<file path="config.mk">
export PLATFORM = sky130hd
export DESIGN_NAME = pipeline_control_unit
export DESIGN_NICKNAME = d
export VERILOG_FILES = /design/src/rtl/pipeline_control_unit.sv
export SDC_FILE = /design/constraint.sdc
export NUM_CORES = 1
export LEC_CHECK = 0
export ABC_AREA = 1
export CAP_MARGIN = 20
export CORE_ASPECT_RATIO = 0.9
export CORE_MARGIN = 10
export CORE_UTILIZATION = 37
export CTS_CLUSTER_DIAMETER = 80
export CTS_CLUSTER_SIZE = 16
export DETAILED_ROUTE_END_ITERATION = 12
export PLACE_DENSITY = 0.81
export SYNTH_ARGS = -nofsm -noshare
export SYNTH_HDL_FRONTEND = slang
export SYNTH_SLANG_ARGS = --single-unit
export TNS_END_PERCENT = 5
</file>
<file path="constraint.sdc">
create_clock -name clk_in -period 1.8 [get_ports clk_in]
set_clock_uncertainty 0.05 [all_clocks]
set_input_delay 0.36 -clock clk_in [delete_from_list [all_inputs] [get_ports clk_in]]
set_output_delay 0.36 -clock clk_in [all_outputs]
set_load 0.1 [all_outputs]
</file>
<file path="src/rtl/pipeline_control_unit.sv">
`default_nettype none
// ============================================================================
// Module   : pipeline_control_unit
// Brief    : Hazard/sequencing controller for the 5-stage RV64 pipeline:
//            forwarding selects, stall/flush, next-PC select, trap/mret entry.
// Revision : 1.0
// ============================================================================
module pipeline_control_unit (
    input  logic       clk_in,
    input  logic       rst_in,
    input  logic [4:0] id_rs1_in,
    input  logic [4:0] id_rs2_in,
    input  logic       id_rs1_used_signal_in,
    input  logic       id_rs2_used_signal_in,
    input  logic [4:0] ex_rs1_in,
    input  logic [4:0] ex_rs2_in,
    input  logic [4:0] ex_rd_in,
    input  logic       ex_rd_write_signal_in,
    input  logic       ex_read_signal_in,
    input  logic [4:0] mem_rd_in,
    input  logic       mem_rd_write_signal_in,
    input  logic [4:0] wb_rd_in,
    input  logic       wb_rd_write_signal_in,
    input  logic       branch_jump_signal_in,
    input  logic       mret_signal_in,
    input  logic       interrupt_request_in,
    input  logic       mem_busy_signal_in,
    output logic [1:0] alu_mux1_src_signal_out,
    output logic [1:0] alu_mux2_src_signal_out,
    output logic       stall_signal_out,
    output logic       id_flush_signal_out,
    output logic       flush_signal_out,
    output logic       interrupt_signal_out,
    output logic       return_interrupt_signal_out,
    output logic [1:0] pc_sel_signal_out
);

    localparam logic [2:0] c_ST_RUN        = 3'd0;
    localparam logic [2:0] c_ST_LOAD_STALL = 3'd1;
    localparam logic [2:0] c_ST_REDIRECT   = 3'd2;
    localparam logic [2:0] c_ST_IRQ_DRAIN  = 3'd3;
    localparam logic [2:0] c_ST_IRQ_ENTER  = 3'd4;
    localparam logic [2:0] c_ST_MRET       = 3'd5;

    localparam logic [1:0] c_FWD_REG = 2'd0;
    localparam logic [1:0] c_FWD_MEM = 2'd1;
    localparam logic [1:0] c_FWD_WB  = 2'd2;

    localparam logic [1:0] c_PC_SEQ    = 2'd0;
    localparam logic [1:0] c_PC_BRANCH = 2'd1;
    localparam logic [1:0] c_PC_TRAP   = 2'd2;
    localparam logic [1:0] c_PC_MEPC   = 2'd3;

    localparam logic [1:0] c_DRAIN_CYCLES = 2'd2;

    logic [2:0] r_state;
    logic [1:0] r_drain_cnt;

    logic [2:0] w_state_nxt;
    logic [1:0] w_drain_cnt_nxt;
    logic       w_load_use;
    logic [1:0] w_fwd1;
    logic [1:0] w_fwd2;
    logic       w_stall;
    logic       w_id_flush;
    logic       w_flush;
    logic       w_irq;
    logic       w_ret;
    logic [1:0] w_pc_sel;

    // EX/MEM result is younger than MEM/WB, so it wins; x0 is hardwired zero.
    function automatic logic [1:0] f_fwd_sel(
        input logic [4:0] rs,
        input logic [4:0] mem_rd,
        input logic       mem_wr,
        input logic [4:0] wb_rd,
        input logic       wb_wr
    );
        if (rs == 5'd0)
            f_fwd_sel = c_FWD_REG;
        else if (mem_wr && (mem_rd == rs))
            f_fwd_sel = c_FWD_MEM;
        else if (wb_wr && (wb_rd == rs))
            f_fwd_sel = c_FWD_WB;
        else
            f_fwd_sel = c_FWD_REG;
    endfunction

    assign w_fwd1 = f_fwd_sel(ex_rs1_in, mem_rd_in, mem_rd_write_signal_in,
                              wb_rd_in, wb_rd_write_signal_in);
    assign w_fwd2 = f_fwd_sel(ex_rs2_in, mem_rd_in, mem_rd_write_signal_in,
                              wb_rd_in, wb_rd_write_signal_in);

    assign w_load_use = ex_read_signal_in && ex_rd_write_signal_in && (ex_rd_in != 5'd0) &&
                        ((id_rs1_used_signal_in && (id_rs1_in == ex_rd_in)) ||
                         (id_rs2_used_signal_in && (id_rs2_in == ex_rd_in)));

    always_comb begin
        w_state_nxt     = r_state;
        w_drain_cnt_nxt = r_drain_cnt;
        w_stall         = 1'b0;
        w_id_flush      = 1'b0;
        w_flush         = 1'b0;
        w_irq           = 1'b0;
        w_ret           = 1'b0;
        w_pc_sel        = c_PC_SEQ;

        case (r_state)
            c_ST_RUN: begin
                if (mret_signal_in) begin
                    w_state_nxt = c_ST_MRET;
                end else if (branch_jump_signal_in) begin
                    w_pc_sel    = c_PC_BRANCH;
                    w_flush     = 1'b1;
                    w_state_nxt = c_ST_REDIRECT;
                end else if (interrupt_request_in) begin
                    w_stall         = 1'b1;
                    w_id_flush      = 1'b1;
                    w_drain_cnt_nxt = c_DRAIN_CYCLES;
                    w_state_nxt     = c_ST_IRQ_DRAIN;
                end else if (w_load_use) begin
                    w_stall     = 1'b1;
                    w_id_flush  = 1'b1;
                    w_state_nxt = c_ST_LOAD_STALL;
                end
            end
            c_ST_LOAD_STALL: begin
                w_state_nxt = c_ST_RUN;
            end
            c_ST_REDIRECT: begin
                w_flush     = 1'b1;
                w_state_nxt = c_ST_RUN;
            end
            c_ST_IRQ_DRAIN: begin
                // Only bubbles reach execute here, so a branch strobe is ignored.
                w_stall    = 1'b1;
                w_id_flush = 1'b1;
                if (r_drain_cnt <= 2'd1) begin
                    w_drain_cnt_nxt = 2'd0;
                    w_state_nxt     = c_ST_IRQ_ENTER;
                end else begin
                    w_drain_cnt_nxt = r_drain_cnt - 2'd1;
                end
            end
            c_ST_IRQ_ENTER: begin
                w_irq       = 1'b1;
                w_pc_sel    = c_PC_TRAP;
                w_flush     = 1'b1;
                w_state_nxt = c_ST_RUN;
            end
            c_ST_MRET: begin
                w_ret       = 1'b1;
                w_pc_sel    = c_PC_MEPC;
                w_flush     = 1'b1;
                w_state_nxt = c_ST_RUN;
            end
            default: begin
                w_state_nxt = c_ST_RUN;
            end
        endcase

        // Memory freeze: hold everything; strobes/redirects are replayed once busy drops.
        if (mem_busy_signal_in) begin
            w_stall         = 1'b1;
            w_id_flush      = 1'b0;
            w_flush         = 1'b0;
            w_irq           = 1'b0;
            w_ret           = 1'b0;
            w_pc_sel        = c_PC_SEQ;
            w_state_nxt     = r_state;
            w_drain_cnt_nxt = r_drain_cnt;
        end
    end

    always_ff @(posedge clk_in) begin
        if (rst_in) begin
            r_state     <= c_ST_RUN;
            r_drain_cnt <= 2'd0;
        end else begin
            r_state     <= w_state_nxt;
            r_drain_cnt <= w_drain_cnt_nxt;
        end
    end

    assign alu_mux1_src_signal_out     = rst_in ? c_FWD_REG : w_fwd1;
    assign alu_mux2_src_signal_out     = rst_in ? c_FWD_REG : w_fwd2;
    assign stall_signal_out            = !rst_in && w_stall;
    assign id_flush_signal_out         = !rst_in && w_id_flush;
    assign flush_signal_out            = !rst_in && w_flush;
    assign interrupt_signal_out        = !rst_in && w_irq;
    assign return_interrupt_signal_out = !rst_in && w_ret;
    assign pc_sel_signal_out           = rst_in ? c_PC_SEQ : w_pc_sel;

endmodule
`default_nettype wire

</file>
### Word level (Yosys, flattened, before mapping)

Cells that the tools add are included.

* register bits after elaboration: 5
* bits of input ports: 47
* word-level logic and storage cells: 83

* equal/unequal tests: 15
* $add $sub $neg: 1
* $lt $le $gt $ge: 1
* muxes and demuxes: 39
* reductions and logical operators: 24
* bitwise gates (word level): 1

Operator list (number)
* == test 5 bit: 6
* two-way mux 2 bit: 14
* two-way mux 1 bit: 15
* two-way mux 3 bit: 5
* logical AND 1 bit: 14
* logical NOT 5 bit: 2
* inequality test 2 bit, second input constant: 4
* == test 3 x 2 -> 1 bit, second input constant: 2
* == test 3 bit, second input constant: 2
* case mux 2 bit (3 select lines): 1
* case mux 3 bit (2 select lines): 1
* inequality test 5 bit, second input constant: 1
* AND reduction 5 bit: 1
* nonzero test 5 bit: 1
* case mux 1 bit (2 select lines): 2
* case mux 2 bit (2 select lines): 1
* logical NOT 3 bit: 1
* AND reduction 3 bit: 1
* OR reduction 3 bit: 1
* less-or-equal comparator 2 x 1 -> 1 bit, second input constant: 1
* nonzero test 2 bit: 1
* subtractor 2 x 1 -> 2 bit, second input constant: 1
* logical NOT 1 bit: 1
* logical OR 1 bit: 1
* inverter 1 bit: 1

### Logic depth before layout (Yosys ltp)

* depth after elaboration: 11
* depth in mapped cells: 12

### Least setup slack after synthesis

No wires, ideal clock.

* path kind: in2out
* start point: input port rst_in
* end point: output port pc_sel_signal_out[0]
* setup slack: -3046 ps
* data arrival time: 4436 ps
* buffers on the path: 0
* stages on the path: 5
* data required time: 1390 ps
* path through: nor2_1 -> inv_1 -> nor3_1 -> inv_1 -> o32ai_1

* longest elaborated chain between the ends: 1

Ends and longest elaborated chain
* start, declared: line 10 `input logic rst_in,`
* two-way mux 2 bit: line 192 `assign pc_sel_signal_out = rst_in ? c_PC_SEQ : w_pc_sel;`
* end, declared: line 35 `output logic [1:0] pc_sel_signal_out`

No other way between the ends.

### Worst setup path in the final report

* start point: input port mem_rd_in[3]
* end point: output port alu_mux1_src_signal_out[0]

* longest elaborated chain between the ends: 5

Ends and longest elaborated chain
* start, declared: line 20 `input logic [4:0] mem_rd_in,`
* == test 5 bit: line 81 `else if (mem_wr && (mem_rd == rs))`
* logical AND 1 bit: line 81
* two-way mux 2 bit: line 81
* two-way mux 2 bit: line 79 `if (rs == 5'd0)`
* two-way mux 2 bit: line 185 `assign alu_mux1_src_signal_out = rst_in ? c_FWD_REG : w_fwd1;`
* end, declared: line 28 `output logic [1:0] alu_mux1_src_signal_out,`

No other way between the ends.

==> results.toml <==
[sta]
setup_tns_ps = -1560
worst_hold_margin_ps = 465
min_period_over_period_pct = 110
timing.final.ws_setup_ps = -183
worstMarginPinSlew_ps = 496
finalMaxSlewViolations = 0
setup_repair_after_global_routing_missed_its_margin = "yes"
max_freq_ghz = 0.504
max_slew_margin_pct = 66.6
final-setup-viol-count = 13
finalCriticalPeriod_ps = 1980
final_hold_violations = 0

[power_and_ir_drop]
vdd.ir_drop.worst_mv = 0.565
power_density_mw_per_mm2 = 362
leakage_uw = 0.00108

[routing]
firstDrtPassIters = 4
ant_nets = 0
dr.first_iter.drc_count = 103
routed_wirelength_um = 5600
avg_wl_per_cell_um = 18.1
drc_errors = 0
route.vias.total = 1732
vias_per_std_cell = 5.61

[final_layout]
fillerInstances = 127
final-seq-area_um2 = 104
final_area_mm2 = 0.00216
layout-drive-gt1-share_pct = 56.2
layout_overhead_on_the_synthesized_area_pct = 132
multi_input_comb_area_um2 = 958
antenna_cells = 0
design.final.nets = 329

[yosys]
synth_top_cells_by_area = "nand2_1, inv_1, dfxtp_1, nor2_1, xor2_1"
synth.yosys.warnings = 0
synthesis.area_per_instance_um2 = 5.17
synth_commonest_cells = "nand2_1, inv_1, nor2_1"
ys.flop_type = "dfxtp_1"
unique_masters_post_synth = 24
synthArstFlopShare_pct = 0
synth_top_area_cell = "nand2_1"
synth-edff-count = 0
post_synth_inst_count = 180
yosys.cell_count.top_type = "nand2_1"
seq_cells_post_synth = 5
seq_area_frac_synth_pct = 10.8
synthesis.nets = 227
synthesis.area_um2 = 931
synth_top_area_share_pct = 19.4

[worst_setup_path]
reg2reg_depth = 7
worstPathArrival_ps = 1570
critical_path.reg2reg.startpoint = "r_state[1]$_SDFFE_PP0P_"
setup.worst_path.end_class = "primary output"
reg2reg_setup_slack_ps = 80
crit_path_max_fanout = 2
slowest_delay_ps = 370
path_cells = "buf_6 > inv_2 > a21oi_2 > nand4_1 > nor4_2 > nor3b_4 > buf_12"
worst_ep_required_time_ps = 1390
worstReg2RegEnd = "r_drain_cnt[1]$_SDFFE_PP0P_"
path_class = "in -> out"
setup.worst_path.start_class = "primary input"
timing.critical_path.slowest_stage_cell = "nor4_2"

[floorplanning]
die_y_um = 67.6
placeableCoreArea_mm2 = 0.00242
die_w_um = 72.9
die-area_mm2 = 0.00492
row_count = 17
floorplan.initialDensity_pct = 38.4
ios = 58

[cts]
cts.root.buffer_cell = "clkbuf_4"
clkTransAtPathRegs_ps = 40
post_cts_hold_buffer_count = 0
clk_latency_ps = 240
tritoncts = "yes"
cts_inserted_buffers = 3
cts_buffer_depth = 2
cts.sink_count = 5
h-tree-depth = 1

[placed_design]
hpwl_um = 3230
dpl-instance-area_mm2 = 0.00194
place.port_buffers = 57
place_congestion = 0.878

[status]
failed_checks = "negative setup slack"
outcome = "complete, but fails checks"

[global_route]
grtUsageTotal_pct = 19.8
grt_overflow_total = 0
via_count_of_the_first_global_routing_pass = 1685
grt_antenna_before_repair = 0
grt_pass1_wl_um = 7900
grt_max_degree = 7

[min_path]
min_delay_worst_type = "reg -> reg"
hold_startpoint = "r_drain_cnt[0]$_SDFFE_PP0P_"
hold_end = "r_drain_cnt[0]$_SDFFE_PP0P_"
hold-path-cell-count = 2

[run]
max-cap-violations = 0
==> critical path, delay by kind of cell <==
kind / cells / cell delay [ps]
and+or+nand+nor: 3 / 780
buffers and inverters: 3 / 310
AOI/OAI and AO/OA: 1 / 120
==> repair_timing <==
item	CTS	global route
pin swaps	50	29
endpoints found under the hold margin	0	0
setup buffers	11	0
gates cloned	0	0
endpoints found under the setup margin	11	14
gates resized for setup	172	50
==> cell usage in the layout (no fill, tap or decap), types with 3 or more instances in the layout <==
| cell | instances |
|---|---|
| buf_2 | 17 |
| nor2_1 | 12 |
| a21oi_1 | 6 |
| inv_1 | 23 |
| nand3_1 | 6 |
| dlygate4sd2_1 | 9 |
| xor2_2 | 3 |
| o21ai_1 | 5 |
| nand2_1 | 37 |
| nand3_2 | 4 |
| xor2_1 | 4 |
| nor2_4 | 4 |
| nand2_2 | 10 |
| nor2_2 | 7 |
| clkbuf_2 | 7 |
| inv_2 | 21 |
| clkbuf_4 | 3 |
| buf_6 | 8 |
| dfxtp_1 | 4 |
| buf_4 | 39 |
| o22ai_1 | 4 |
| buf_12 | 11 |
| nor3_4 | 3 |
==> report_power, final <==
| part | total (uW) | switching, uW | internal, uW | leakage, uW |
|---|---|---|---|---|
| Combinational | 522 | 299 | 223 | 0.00102 |
| Sequential | 127 | 8.46 | 119 | 0.0000417 |
| Clock | 133 | 48.7 | 84.0 | 0.0000150 |
==> how the worst max path moves through the flow <==
| stage | depth (start not counted) | startpoint | end |
|---|---|---|---|
| 2_1_floorplan | 5 | rst_in | pc_sel_signal_out[0] |
| 3_3_place_gp | 14 | ex_rd_in[1] | stall_signal_out |
| 3_5_place_dp | 9 | mem_rd_in[0] | alu_mux2_src_signal_out[0] |
| 4_1_cts | 9 | mem_rd_in[0] | alu_mux2_src_signal_out[0] |
| 5_1_grt | 8 | ex_rs2_in[2] | alu_mux2_src_signal_out[1] |
| 6_report | 7 | mem_rd_in[3] | alu_mux1_src_signal_out[0] |
==> flip-flops by register name, indices dropped and copies added, names as in the netlist <==
| register | count |
|---|---|
| r_state | 3 |
| r_drain_cnt | 2 |
==> layer usage <==
layer  vias to the layer above  share of wire [%]  wire length, um  GRT usage [%]
li1                        776                  -                -              -
met1                       810                 34             1920           19.2
met2                       114                 51             2840           38.2
met3                        32                9.0              503           7.32
met4                         0                6.1              342           5.69
met5                         -                  0                0              0
==> kinds of logic after synthesis <==
group | count (synthesis) | share of synthesized area [%]
xor+xnor | 7 | 6.59
flops | 5 | 10.8
simple gates | 95 | 46.1
compound gates | 28 | 18.4
buf+inv | 45 | 18.1
==> per-stage QoR <==
stage | setup WS (ps) | std cells | total power (uW) | util, %
finish | -183 | 309 | 782 | 89.2
global route | -292 | 309 | 838 | 89.2
CTS | -141 | 310 | 712 | 86.0
detailed placement | -575 | 295 | 565 | 80.1
global placement | -530 | 295 | 556 | 80.1
floorplan | -806 | 180 | 329 | -
==> area by class of cell <==
type / instances / area share, %
multi-input combinational: 130 / 44.3
timing repair buffer: 97 / 40.2
inverter: 45 / 7.81
sequential: 5 / 4.80
tap: 28 / 1.62
clock buffer: 4 / 1.22
Note: power is estimated with default switching activity, not from simulation.
